## config.mk

```make
export PLATFORM = sky130hd
export DESIGN_NAME = instruction_fetch
export DESIGN_NICKNAME = d
export VERILOG_FILES = /design/src/rtl/instruction_fetch.sv
export SDC_FILE = /design/constraint.sdc
export NUM_CORES = 1
export LEC_CHECK = 0
export CAP_MARGIN = 20
export CELL_PAD_IN_SITES_DETAIL_PLACEMENT = 0
export CELL_PAD_IN_SITES_GLOBAL_PLACEMENT = 1
export CORE_UTILIZATION = 40
export CTS_BUF_LIST = sky130_fd_sc_hd__clkbuf_8
export CTS_CLUSTER_DIAMETER = 150
export CTS_CLUSTER_SIZE = 8
export DETAILED_ROUTE_END_ITERATION = 10
export PLACE_DENSITY = 0.87
export REMOVE_ABC_BUFFERS = 1
export SKIP_LAST_GASP = 1
export SLEW_MARGIN = 40
export SYNTH_ARGS = -nofsm -noshare
export SYNTH_HDL_FRONTEND = slang
export SYNTH_SLANG_ARGS = --single-unit
```

## constraint.sdc

```tcl
create_clock -name Clk_40 -period 5.8 [get_ports Clk_40]
set_input_delay 1.16 -clock Clk_40 [delete_from_list [all_inputs] [get_ports Clk_40]]
set_output_delay 1.16 -clock Clk_40 [all_outputs]
set_load 0.01 [all_outputs]
```

## src/rtl/instruction_fetch.sv

```systemverilog
// Instruction fetch stage: PC register, IDLE/RUN/FAULT control and IF/ID register.
// Ports: Clk_40, Reset_n_40 | Address_40 -> imem, Instruction_40 <- imem
//        Stall_40, Flush_40, BranchTaken_40, BranchTarget_40 | IFID_* , Fault_40, FetchCount_40
module instruction_fetch #(
    parameter logic [31:0] RESET_PC  = 32'h0000_0000,
    parameter int          MEM_WORDS = 256
) (
    input  logic        Clk_40,
    input  logic        Reset_n_40,
    output logic [31:0] Address_40,
    input  logic [31:0] Instruction_40,
    input  logic        Stall_40,
    input  logic        Flush_40,
    input  logic        BranchTaken_40,
    input  logic [31:0] BranchTarget_40,
    output logic [31:0] IFID_Instruction_40,
    output logic [31:0] IFID_PCPlus4_40,
    output logic        IFID_Valid_40,
    output logic        Fault_40,
    output logic [31:0] FetchCount_40
);

    typedef enum logic [1:0] {
        IDLE  = 2'd0,
        RUN   = 2'd1,
        FAULT = 2'd2
    } state_t;

    localparam logic [32:0] MEM_BYTES = 33'(MEM_WORDS) * 33'd4;

    state_t      state;
    logic [31:0] pc;
    logic [31:0] pc_plus4;
    logic        adv_illegal;
    logic        tgt_illegal;

    assign Address_40  = pc;
    assign pc_plus4    = pc + 32'd4;
    // 33-bit compare so a memory filling the whole 4 GiB space stays legal
    assign adv_illegal = {1'b0, pc_plus4} >= MEM_BYTES;
    assign tgt_illegal = BranchTarget_40[1:0] != 2'b00;

    always_ff @(posedge Clk_40 or negedge Reset_n_40) begin
        if (!Reset_n_40) begin
            state               <= IDLE;
            pc                  <= RESET_PC;
            IFID_Instruction_40 <= '0;
            IFID_PCPlus4_40     <= '0;
            IFID_Valid_40       <= 1'b0;
            Fault_40            <= 1'b0;
            FetchCount_40       <= '0;
        end else begin
            unique case (state)
                IDLE: begin
                    state               <= RUN;
                    pc                  <= RESET_PC;
                    IFID_Instruction_40 <= '0;
                    IFID_PCPlus4_40     <= '0;
                    IFID_Valid_40       <= 1'b0;
                end
                RUN: begin
                    if (BranchTaken_40) begin
                        // wrong-path squash on every redirect
                        IFID_Instruction_40 <= '0;
                        IFID_PCPlus4_40     <= '0;
                        IFID_Valid_40       <= 1'b0;
                        if (tgt_illegal) begin
                            state    <= FAULT;
                            Fault_40 <= 1'b1;
                        end else begin
                            pc <= BranchTarget_40;
                        end
                    end else if (Stall_40) begin
                        if (Flush_40) begin
                            IFID_Instruction_40 <= '0;
                            IFID_PCPlus4_40     <= '0;
                            IFID_Valid_40       <= 1'b0;
                        end
                    end else if (adv_illegal) begin
                        state               <= FAULT;
                        Fault_40            <= 1'b1;
                        IFID_Instruction_40 <= '0;
                        IFID_PCPlus4_40     <= '0;
                        IFID_Valid_40       <= 1'b0;
                    end else begin
                        pc <= pc_plus4;
                        if (Flush_40) begin
                            IFID_Instruction_40 <= '0;
                            IFID_PCPlus4_40     <= '0;
                            IFID_Valid_40       <= 1'b0;
                        end else begin
                            IFID_Instruction_40 <= Instruction_40;
                            IFID_PCPlus4_40     <= pc_plus4;
                            IFID_Valid_40       <= 1'b1;
                            FetchCount_40       <= FetchCount_40 + 32'd1;
                        end
                    end
                end
                FAULT: begin
                    Fault_40            <= 1'b1;
                    IFID_Instruction_40 <= '0;
                    IFID_PCPlus4_40     <= '0;
                    IFID_Valid_40       <= 1'b0;
                end
                default: begin
                    state <= FAULT;
                end
            endcase
        end
    end

endmodule

```

==> reports/qor.yml, run 1 <==
layout:
  antenna_cells: 0
  drive_above_1_share_pct: 7.88
  final_area_mm2: 0.00898
  multi_input_area_mm2: 0.00289
  fillers: 1348
  syn_to_final_growth_pct: 39.5
  layout.nets: 858
  final_cells: 1016
  seq_area_mm2: 0.00330
worst_hold_path:
  hp-class: "reg2reg"
worst_setup_path:
  worst-path-stages: 9
  reg2reg_from: "Address_40[2]"
  cp_num_buf_inv: 0
  crit_arrival_ns: 4.22
  worstPathRequired_ns: 6.13
  worst_setup_path_end_kind: "register"
  r2r_setup_slack_ns: 1.90
  path_cells: "ha_1, nand3_2, or3_1, o31ai_4, o2111ai_1, nor4b_4, nand3_4, o31ai_4, mux2_2"
  cp-start-kind: "register"
  worst-path-max-fanout: 10
  slowest_stage: "o31ai_4"
  critPathMostFrequentCell: "o31ai_4"
  ff2ff_path_depth: 9
  max_stage_delay_ns: 0.65
  crit_end: "Address_40[3]"
  critPathLaunch: "Address_40[2]"
  crit_type: "reg2reg"
  path_delay_family: "simple AND/OR/NAND/NOR gates"
  r2r-end: "Address_40[3]"
detailed_routing:
  drc: 0
  drt-total-wl_mm: 18.9
  drtIter0Drc: 348
  ant_nets: 0
  vias_per_cell: 5.54
  vias: 5630
  drt_pass1_iterations: 5
  wl_per_cell_um: 18.6
  routed-wl-met2_mm: 8.88
  wl_met3_mm: 1.37
  routed.top_layer: "met4"
  met1_length_mm: 8.30
yosys:
  yosysTopAreaCell: "dfrtp_1"
  synth_most_common_cell: "dfrtp_1"
  ys_warn_count: 0
  async_reset_ff_share_pct: 100
  synth_common_cells: "dfrtp_1, nand2_1, a22o_1"
  synth.avg_cell_area_um2: 10.4
  synth_flop_cell: "dfrtp_1"
  synth_cell_types: 60
  ys_ff_latch: 132
  synth_area_leaders: "dfrtp_1, a22o_1, xnor2_1, nand2_1, nand4_1"
  synth_cells: 617
  synth-seq-area-share_pct: 51.3
  synth_edf_count: 0
  syn-cell-area_mm2: 0.00644
  synth_top_area_share_pct: 51.3
global_routing:
  antenna_found_initial: 0
  grt_start_max_net_pins: 74
  first_global_vias: 5554
  overflow: 0
  grt_pass1_wl_mm: 29.5
  grt_usage_pct: 23.2
placement:
  hpwl_mm: 13.3
  preCtsSetupSlack_ns: 1.79
  dp.cells: 984
  place_area_mm2: 0.00852
  place.port_buffers: 198
  place_congestion: 0.875
timing:
  slew_headroom_pct: 49.8
  max_freq_mhz: 256
  finClkSkew_ns: 0.0143
  worst_pin_slew_ns: 0.754
  period_share_pct: 67.2
  finalSetupTns_ns: 0
  setup_violations: 0
  slew_viol_final: 0
  setup_slack_ns: 1.90
  finalHoldViolCount: 0
  fin_crit_ns: 3.90
  rsz0062_at_grt: "false"
die:
  dieArea_mm2: 0.0166
  core_mm2: 0.0158
  io_pins: 199
  fp.dieH_um: 129
  initial_core_util_pct: 40.8
  die_w_um: 129
  rows: 46
power:
  share_comb_of_total_power_pct: 12.5
  power_frac_seq_pct: 45.9
  total_power_uw: 2120
  ir_drop_uv: 141
  leakage_uw: 0.00371
  p_sw_uw: 564
  switching_share_pct: 26.7
  pwr-share-clk_pct: 41.5
  p_per_area_mw_per_mm2: 236
  internal-power_uw: 1550
clock_tree:
  htree_levels: 4
  clock_tree.buffer_depth: 2
  cts-root-buf: "clkbuf_8"
  clkLatencyLatePin_ns: 0.45
  postCtsHoldBufs: 0
  postCtsSetupBuffers: 0
  clkTransAtPathRegs_ns: 0.07
  numCtsBuffers: 17
  cts_tree: "done"
  cts.sinks: 132
  ctsResizeCount: 0
flow_run:
  cap_violations: 0
outcome:
  status: "complete, no violations"
power groups by stage:
stage	combinational, uW	sequential [uW]	clock [uW]
after floorplan	118	985	0
after global placement	258	987	0
after detailed placement	268	989	0
after CTS	269	971	897
after global routing	289	976	936
final	266	973	879
per-layer routing:
metal  global-route usage [%]  up-vias
met4                     7.27        0
met2                     37.5      231
met5                        0        -
met3                     6.44       26
li1                         -     2617
met1                     30.1     2756
placed cells by master (no fill, tap or decap), types with 4 or more instances in the layout:
cell and count:
a211o_1 5, a21oi_1 21, a22o_1 39, and2_1 28, and3_1 14, and4_1 10, bufinv_16 4, clkbuf_8 20
clkdlybuf4s50_1 197, clkinvlp_4 4, dfrtp_1 132, inv_1 13, mux2_2 7, mux2i_1 4, nand2_1 51, nand3_1 24
nand4_1 30, nor2_1 15, nor3_1 21, nor3b_1 4, nor4_1 15, o21ai_0 12, o22ai_1 17, o41ai_1 4
or2_2 5, or3_1 5, xnor2_1 29, xor2_1 15
through the flow:
stage	hold slack [ns]	utilization (%)
4_1_cts	0.485	56.9
6_report	0.476	56.9
5_1_grt	0.494	56.9
3_5_place_dp	0.467	54.0
2_1_floorplan	0.485	-
3_3_place_gp	0.459	54.0
worst min-delay path: stages, from the launching register on:
cell	delay, ns
dfrtp_1	0.34
nand2_1	0.05
nand2_1	0.05
flip-flops by register name (all words and copies together), names as in the netlist:
signal,cells
Address_40,32
FetchCount_40,32
IFID_Instruction_40,32
IFID_PCPlus4_40,32
state,2
Fault_40,1
IFID_Valid_40,1
layout make-up:
cell class | instances | area share [%]
multi-input combinational | 422 | 32.2
clock inverter | 12 | 1.96
sequential | 132 | 36.8
tap | 216 | 3.01
inverter | 12 | 0.502
timing repair buffer | 202 | 22.5
clock buffer | 20 | 3.07
cells by family after synthesis:
logic type,synth area share (%)
buffers and inverters,4.06
XOR/XNOR,5.99
AO/OA/AOI/OAI,14.8
multiplexers,2.02
adder cells (fa/ha/maj),0.389
flip-flops,51.3
AND/OR/NAND/NOR,21.4
how the worst min path moves through the flow:
stage	start	end	slack (ns)	cells after the start
CTS	FetchCount_40[31]	FetchCount_40[31]	0.49	1
detailed placement	IFID_Valid_40	IFID_Valid_40	0.47	2
global route	IFID_PCPlus4_40[21]	IFID_PCPlus4_40[21]	0.49	1
global placement	FetchCount_40[31]	FetchCount_40[31]	0.46	1
finish	IFID_Valid_40	IFID_Valid_40	0.48	2
floorplan	state[0]	state[0]	0.49	1
No activity file was read; power rests on OpenSTA's default activity.
==> run 2: changes to the inputs <==
Settings changed: CORE_UTILIZATION 40 to 37, PLACE_DENSITY 0.87 to 0.81.
Clock period 5.8 ns to 3.9 ns, I/O delays scaled along.
==> reports/qor.yml, run 2 (same netlist as run 1, synthesis figures left out) <==
layout:
  layout_common_cells: "clkdlybuf4s50_1, dfrtp_1, nand2_1"
  drive_above_1_share_pct: 9.78  # +1.9 points
  syn_to_final_growth_pct: 40.8
  final_cells: 1038  # +2.2%
  layout.nets: 876  # +2.1%
  antenna_cells: 0  # unchanged
  final_common_cell: "clkdlybuf4s50_1"
  final_area_mm2: 0.00907  # +0.99%
  fillers: 1434  # +6.4%
timing:
  setup_slack_ns: 0.174  # -1.73 ns
  finalHoldViolCount: 0  # unchanged
  max_freq_mhz: 268  # +4.6%
  slew_headroom_pct: 44.4  # -5.4 points
  finalSetupTns_ns: 0  # unchanged
  slew_viol_final: 0  # unchanged
  fin_crit_ns: 3.73  # -0.173 ns
  rsz0062_at_grt: "false"
  finClkSkew_ns: 0.0145  # +0.000205 ns
  setup_violations: 0  # unchanged
  worst_pin_slew_ns: 0.834  # +0.0804 ns
  period_share_pct: 95.5  # +28 points
detailed_routing:
  routed.top_layer: "met4"
  vias_per_cell: 5.56  # +0.28%
  met1_length_mm: 8.82  # +6.3%
  routed-wl-met2_mm: 9.52  # +7.2%
  wl_per_cell_um: 19.4  # +4.6%
  drt_pass1_iterations: 5  # unchanged
  vias: 5768  # +2.5%
  drtIter0Drc: 366  # +5.2%
  drt-total-wl_mm: 20.2  # +6.9%
  ant_nets: 0  # unchanged
  drc: 0  # unchanged
  wl_met3_mm: 1.49  # +8.7%
global_routing:
  overflow: 0  # unchanged
  grt_start_max_net_pins: 84  # +14%
  grt_usage_pct: 23.2  # +0.083 points
  grt_pass1_wl_mm: 32.0  # +8.5%
  antenna_found_initial: 0  # unchanged
  first_global_vias: 5760  # +3.7%
die:
  dieArea_mm2: 0.0179  # +8.0%
  fp.dieH_um: 134  # +3.9%
  io_pins: 199  # unchanged
  rows: 47  # +2.2%
  initial_core_util_pct: 38.4  # -2.4 points
  core_mm2: 0.0168  # +6.3%
  die_w_um: 134  # +3.9%
clock_tree:
  numCtsBuffers: 17  # unchanged
  htree_levels: 4  # unchanged
  clkLatencyLatePin_ns: 0.45  # about the same
  cts.sinks: 132  # unchanged
  ctsResizeCount: 0  # unchanged
  clock_tree.buffer_depth: 2  # unchanged
  cts_tree: "done"
  clkTransAtPathRegs_ns: 0.09  # +0.02 ns
  cts-root-buf: "clkbuf_8"
  postCtsHoldBufs: 0  # unchanged
  postCtsSetupBuffers: 0  # unchanged
worst_setup_path:
  critPathLaunch: "Address_40[4]"
  worst_setup_path_end_kind: "register"
  slowest_stage: "o31ai_4"
  crit_end: "Address_40[11]"
  path_cells: "and4_1, nand4_1, nor4_1, xor2_1, a2111oi_4, nand3_4, o31ai_4, mux2_2"
  max_stage_delay_ns: 0.58  # -0.07 ns
  ff2ff_path_depth: 8  # -1
  reg2reg_from: "Address_40[4]"
  r2r_setup_slack_ns: 0.17  # -1.73 ns
  worst-path-max-fanout: 10  # unchanged
  crit_type: "reg2reg"
  cp-start-kind: "register"
  crit_arrival_ns: 4.06  # -0.16 ns
  worstPathRequired_ns: 4.24  # -1.89 ns
  r2r-end: "Address_40[11]"
placement:
  preCtsSetupSlack_ns: 0.236  # -1.55 ns
  place_congestion: 0.940  # +7.5%
  place_area_mm2: 0.00865  # +1.5%
  place.port_buffers: 198  # unchanged
  dp.cells: 1006  # +2.2%
  hpwl_mm: 14.8  # +11%
power:
  internal-power_uw: 2170  # +40%
  leakage_uw: 0.00377  # +1.7%
  total_power_uw: 3070  # +45%
  pwr-share-clk_pct: 39.3  # -2.2 points
  switching_share_pct: 29.2  # +2.5 points
  p_sw_uw: 895  # +59%
  p_per_area_mw_per_mm2: 338  # +43%
  ir_drop_uv: 202  # +44%
  power_frac_seq_pct: 46.9  # +1.0 points
  share_comb_of_total_power_pct: 13.8  # +1.3 points
flow_run:
  cap_violations: 0  # unchanged
worst_hold_path:
  hp-class: "in2async"
outcome:
  status: "complete, no violations"
==> run 2: changes by cell type in the layout (fill, tap and decap cells not counted), moves of 2 or more <==
cell and delta:
bufinv_16 -2, inv_6 +3, buf_6 -2, buf_4 +19, clkinv_4 +3
==> run 2: through the flow <==
stage                     hold WS [ns]  utilization [%]
after floorplan                  0.484                -
after global placement           0.464             51.6
after detailed placement         0.463             51.6
after CTS                        0.400             54.1
after global routing             0.411             54.1
final                            0.367             54.1
==> run 2: how the worst min path moves through the flow <==
stage | end | slack [ns] | from | depth (start not counted)
floorplan | Address_40[0] | 0.48 | Reset_n_40 | 0
global placement | IFID_Valid_40 | 0.46 | IFID_Valid_40 | 2
detailed placement | IFID_Valid_40 | 0.46 | IFID_Valid_40 | 2
CTS | IFID_PCPlus4_40[30] | 0.40 | Reset_n_40 | 1
global route | IFID_PCPlus4_40[30] | 0.41 | Reset_n_40 | 1
finish | FetchCount_40[26] | 0.37 | Reset_n_40 | 1
==> run 2: power by group through the flow <==
| stage | Combinational [uW] | Sequential (uW) | Clock, uW |
|---|---|---|---|
| 2_1_floorplan | 176 | 1470 | 0 |
| 5_1_grt | 456 | 1440 | 1300 |
| 3_5_place_dp | 424 | 1460 | 0 |
| 6_report | 422 | 1440 | 1210 |
| 4_1_cts | 426 | 1440 | 1230 |
| 3_3_place_gp | 415 | 1460 | 0 |
==> run 2: final cells by class <==
cell class | instances | area, um2 | area share (%)
timing repair buffer | 220 | 2150 | 23.7
tap | 220 | 275 | 3.04
clock buffer | 18 | 248 | 2.73
inverter | 12 | 45.0 | 0.497
sequential | 132 | 3300 | 36.4
multi-input combinational | 422 | 2880 | 31.8
clock inverter | 14 | 164 | 1.81
==> run 2: per-layer routing <==
metal	vias up	GRT usage [%]
met5	-	0
met4	0	7.51
met3	23	5.78
met2	254	37.3
met1	2843	30.7
li1	2648	-
==> run 2: critical path, delay by kind of cell, from the launching register on <==
kind / cells / cell delay, ns
flops: 1 / 0.51
simple gates: 4 / 1.51
mux: 1 / 0.41
xor+xnor: 1 / 0.21
compound gates: 2 / 0.97
==> run 3: changes to the inputs <==
Settings changed: SLEW_MARGIN 40 to 10.
==> reports/qor.yml, run 3 (same netlist as run 1, synthesis figures left out) <==
outcome:
  status: "complete, no violations"
global_routing:
  grt_start_max_net_pins: 84  # unchanged
  antenna_found_initial: 0  # unchanged
  overflow: 0  # unchanged
  met3_usage_pct: 5.90  # +0.11 points
  grt_usage_pct: 23.3  # +0.097 points
  grt_busiest_layer: "met2"
  grtUsageMet2_pct: 36.8  # -0.49 points
  grt_util_met1_pct: 31.7  # +0.97 points
  grt_pass1_wl_mm: 32.1  # +0.11%
  first_global_vias: 5676  # -1.5%
layout:
  layout_common_cells: "clkdlybuf4s50_1, dfrtp_1, nand2_1"
  layout.nets: 877  # +0.11%
  final_cells: 1039  # +0.096%
  fillers: 1481  # +3.3%
  drive_above_1_share_pct: 9.77  # -0.012 points
  final_common_cell: "clkdlybuf4s50_1"
  antenna_cells: 0  # unchanged
  syn_to_final_growth_pct: 40.4
detailed_routing:
  vias: 5806  # +0.66%
  vias_per_cell: 5.59  # +0.56%
  ant_nets: 0  # unchanged
  drtIter0Drc: 432  # +18%
  drt-total-wl_mm: 20.4  # +1.2%
  drc: 0  # unchanged
  drt_pass1_iterations: 4  # -1
  wl_per_cell_um: 19.6  # +1.1%
worst_setup_path:
  crit_type: "reg2reg"
  cp-start-kind: "register"
  crit_arrival_ns: 4.03  # -0.03 ns
  ff2ff_path_depth: 9  # +1
  worst-path-max-fanout: 10  # unchanged
  worstPathRequired_ns: 4.23  # about the same
  worst_setup_path_end_kind: "register"
timing:
  period_share_pct: 94.7  # -0.85 points
  finClkSkew_ns: 0.0177  # +0.00327 ns
  max_freq_mhz: 271  # +0.90%
  setup_violations: 0  # unchanged
  setup_slack_ns: 0.207  # +0.0333 ns
  slew_viol_final: 0  # unchanged
  finalHoldViolCount: 0  # unchanged
  rsz0062_at_grt: "false"
  worst_pin_slew_ns: 0.817  # -0.0169 ns
  slew_headroom_pct: 45.5  # +1.1 points
  fin_crit_ns: 3.69  # -0.0333 ns
  finalSetupTns_ns: 0  # unchanged
placement:
  place.port_buffers: 198  # unchanged
  place_congestion: 0.940  # unchanged
  preCtsSetupSlack_ns: 0.246  # +0.00967 ns
  dp.cells: 1006  # unchanged
  hpwl_mm: 14.8  # +0.46%
die:
  fp.dieH_um: 134  # unchanged
  dieArea_mm2: 0.0179  # unchanged
  die_w_um: 134  # unchanged
  core_mm2: 0.0168  # unchanged
  io_pins: 199  # unchanged
  rows: 47  # unchanged
  initial_core_util_pct: 38.4  # unchanged
clock_tree:
  numCtsBuffers: 17  # unchanged
  cts.sinks: 132  # unchanged
  clkTransAtPathRegs_ns: 0.09  # about the same
  postCtsHoldBufs: 0  # unchanged
  clkLatencyLatePin_ns: 0.46  # about the same
  ctsResizeCount: 0  # unchanged
  cts-root-buf: "clkbuf_8"
  postCtsSetupBuffers: 0  # unchanged
  clock_tree.buffer_depth: 2  # unchanged
  htree_levels: 4  # unchanged
  cts_tree: "done"
power:
  ir_drop_uv: 207  # +2.1%
  leakage_uw: 0.00377  # about the same
  p_per_area_mw_per_mm2: 328  # -3.1%
flow_run:
  cap_violations: 0  # unchanged
worst_hold_path:
  hp-class: "in2async"
## run 3: critical path, cell delays in order (launching register included)
cell and delay, ns:
dfrtp_1 0.47, ha_1 0.27, nand3_2 0.10, or3_1 0.59
o31ai_4 0.33, o2111ai_1 0.21, nor4b_4 0.43, nand3_4 0.18
o31ai_4 0.58, mux2_2 0.41
## run 3: stage by stage
| step | instance area [um2] | util [%] | hold WS, ns | total power (uW) |
|---|---|---|---|---|
| after CTS | 9020 | 53.8 | 0.482 | 2980 |
| after global routing | 9040 | 53.9 | 0.361 | 3090 |
| after detailed placement | 8650 | 51.6 | 0.463 | 1890 |
| after floorplan | 6220 | - | 0.484 | 1640 |
| after global placement | 8650 | 51.6 | 0.464 | 1880 |
| final | 9040 | 53.9 | 0.329 | 2960 |
## run 3: area by class of cell
cell class | instances | area, um2 | area share [%]
clock buffer | 17 | 234 | 2.59
inverter | 12 | 45.0 | 0.498
multi-input combinational | 422 | 2880 | 31.9
clock inverter | 15 | 135 | 1.49
tap | 220 | 275 | 3.04
timing repair buffer | 221 | 2160 | 23.9
sequential | 132 | 3300 | 36.5
## run 3: power by group
group | internal, uW | leakage, uW | total (uW) | switching (uW)
Clock | 509 | 0.000191 | 1100 | 589
Combinational | 183 | 0.00175 | 426 | 243
Sequential | 1390 | 0.00183 | 1440 | 48.3
## run 3: metal layers
| layer | share of wire (%) | vias to the layer above |
|---|---|---|
| met5 | 0 | - |
| met4 | 1.3 | 0 |
| met3 | 8.0 | 16 |
| met2 | 47 | 259 |
| met1 | 43 | 2877 |
| li1 | - | 2654 |
## run 3: path summary, 6_finish.rpt
path,to,slack (ns),start
min in group Clk_40,IFID_Valid_40,0.47,IFID_Valid_40
worst min register to register,IFID_Valid_40,0.47,IFID_Valid_40
worst max-delay path,Address_40[11],0.21,Address_40[3]
max in group asynchronous,IFID_PCPlus4_40[26],2.48,Reset_n_40
worst min-delay path,FetchCount_40[22],0.33,Reset_n_40
worst max register to register,Address_40[11],0.21,Address_40[3]
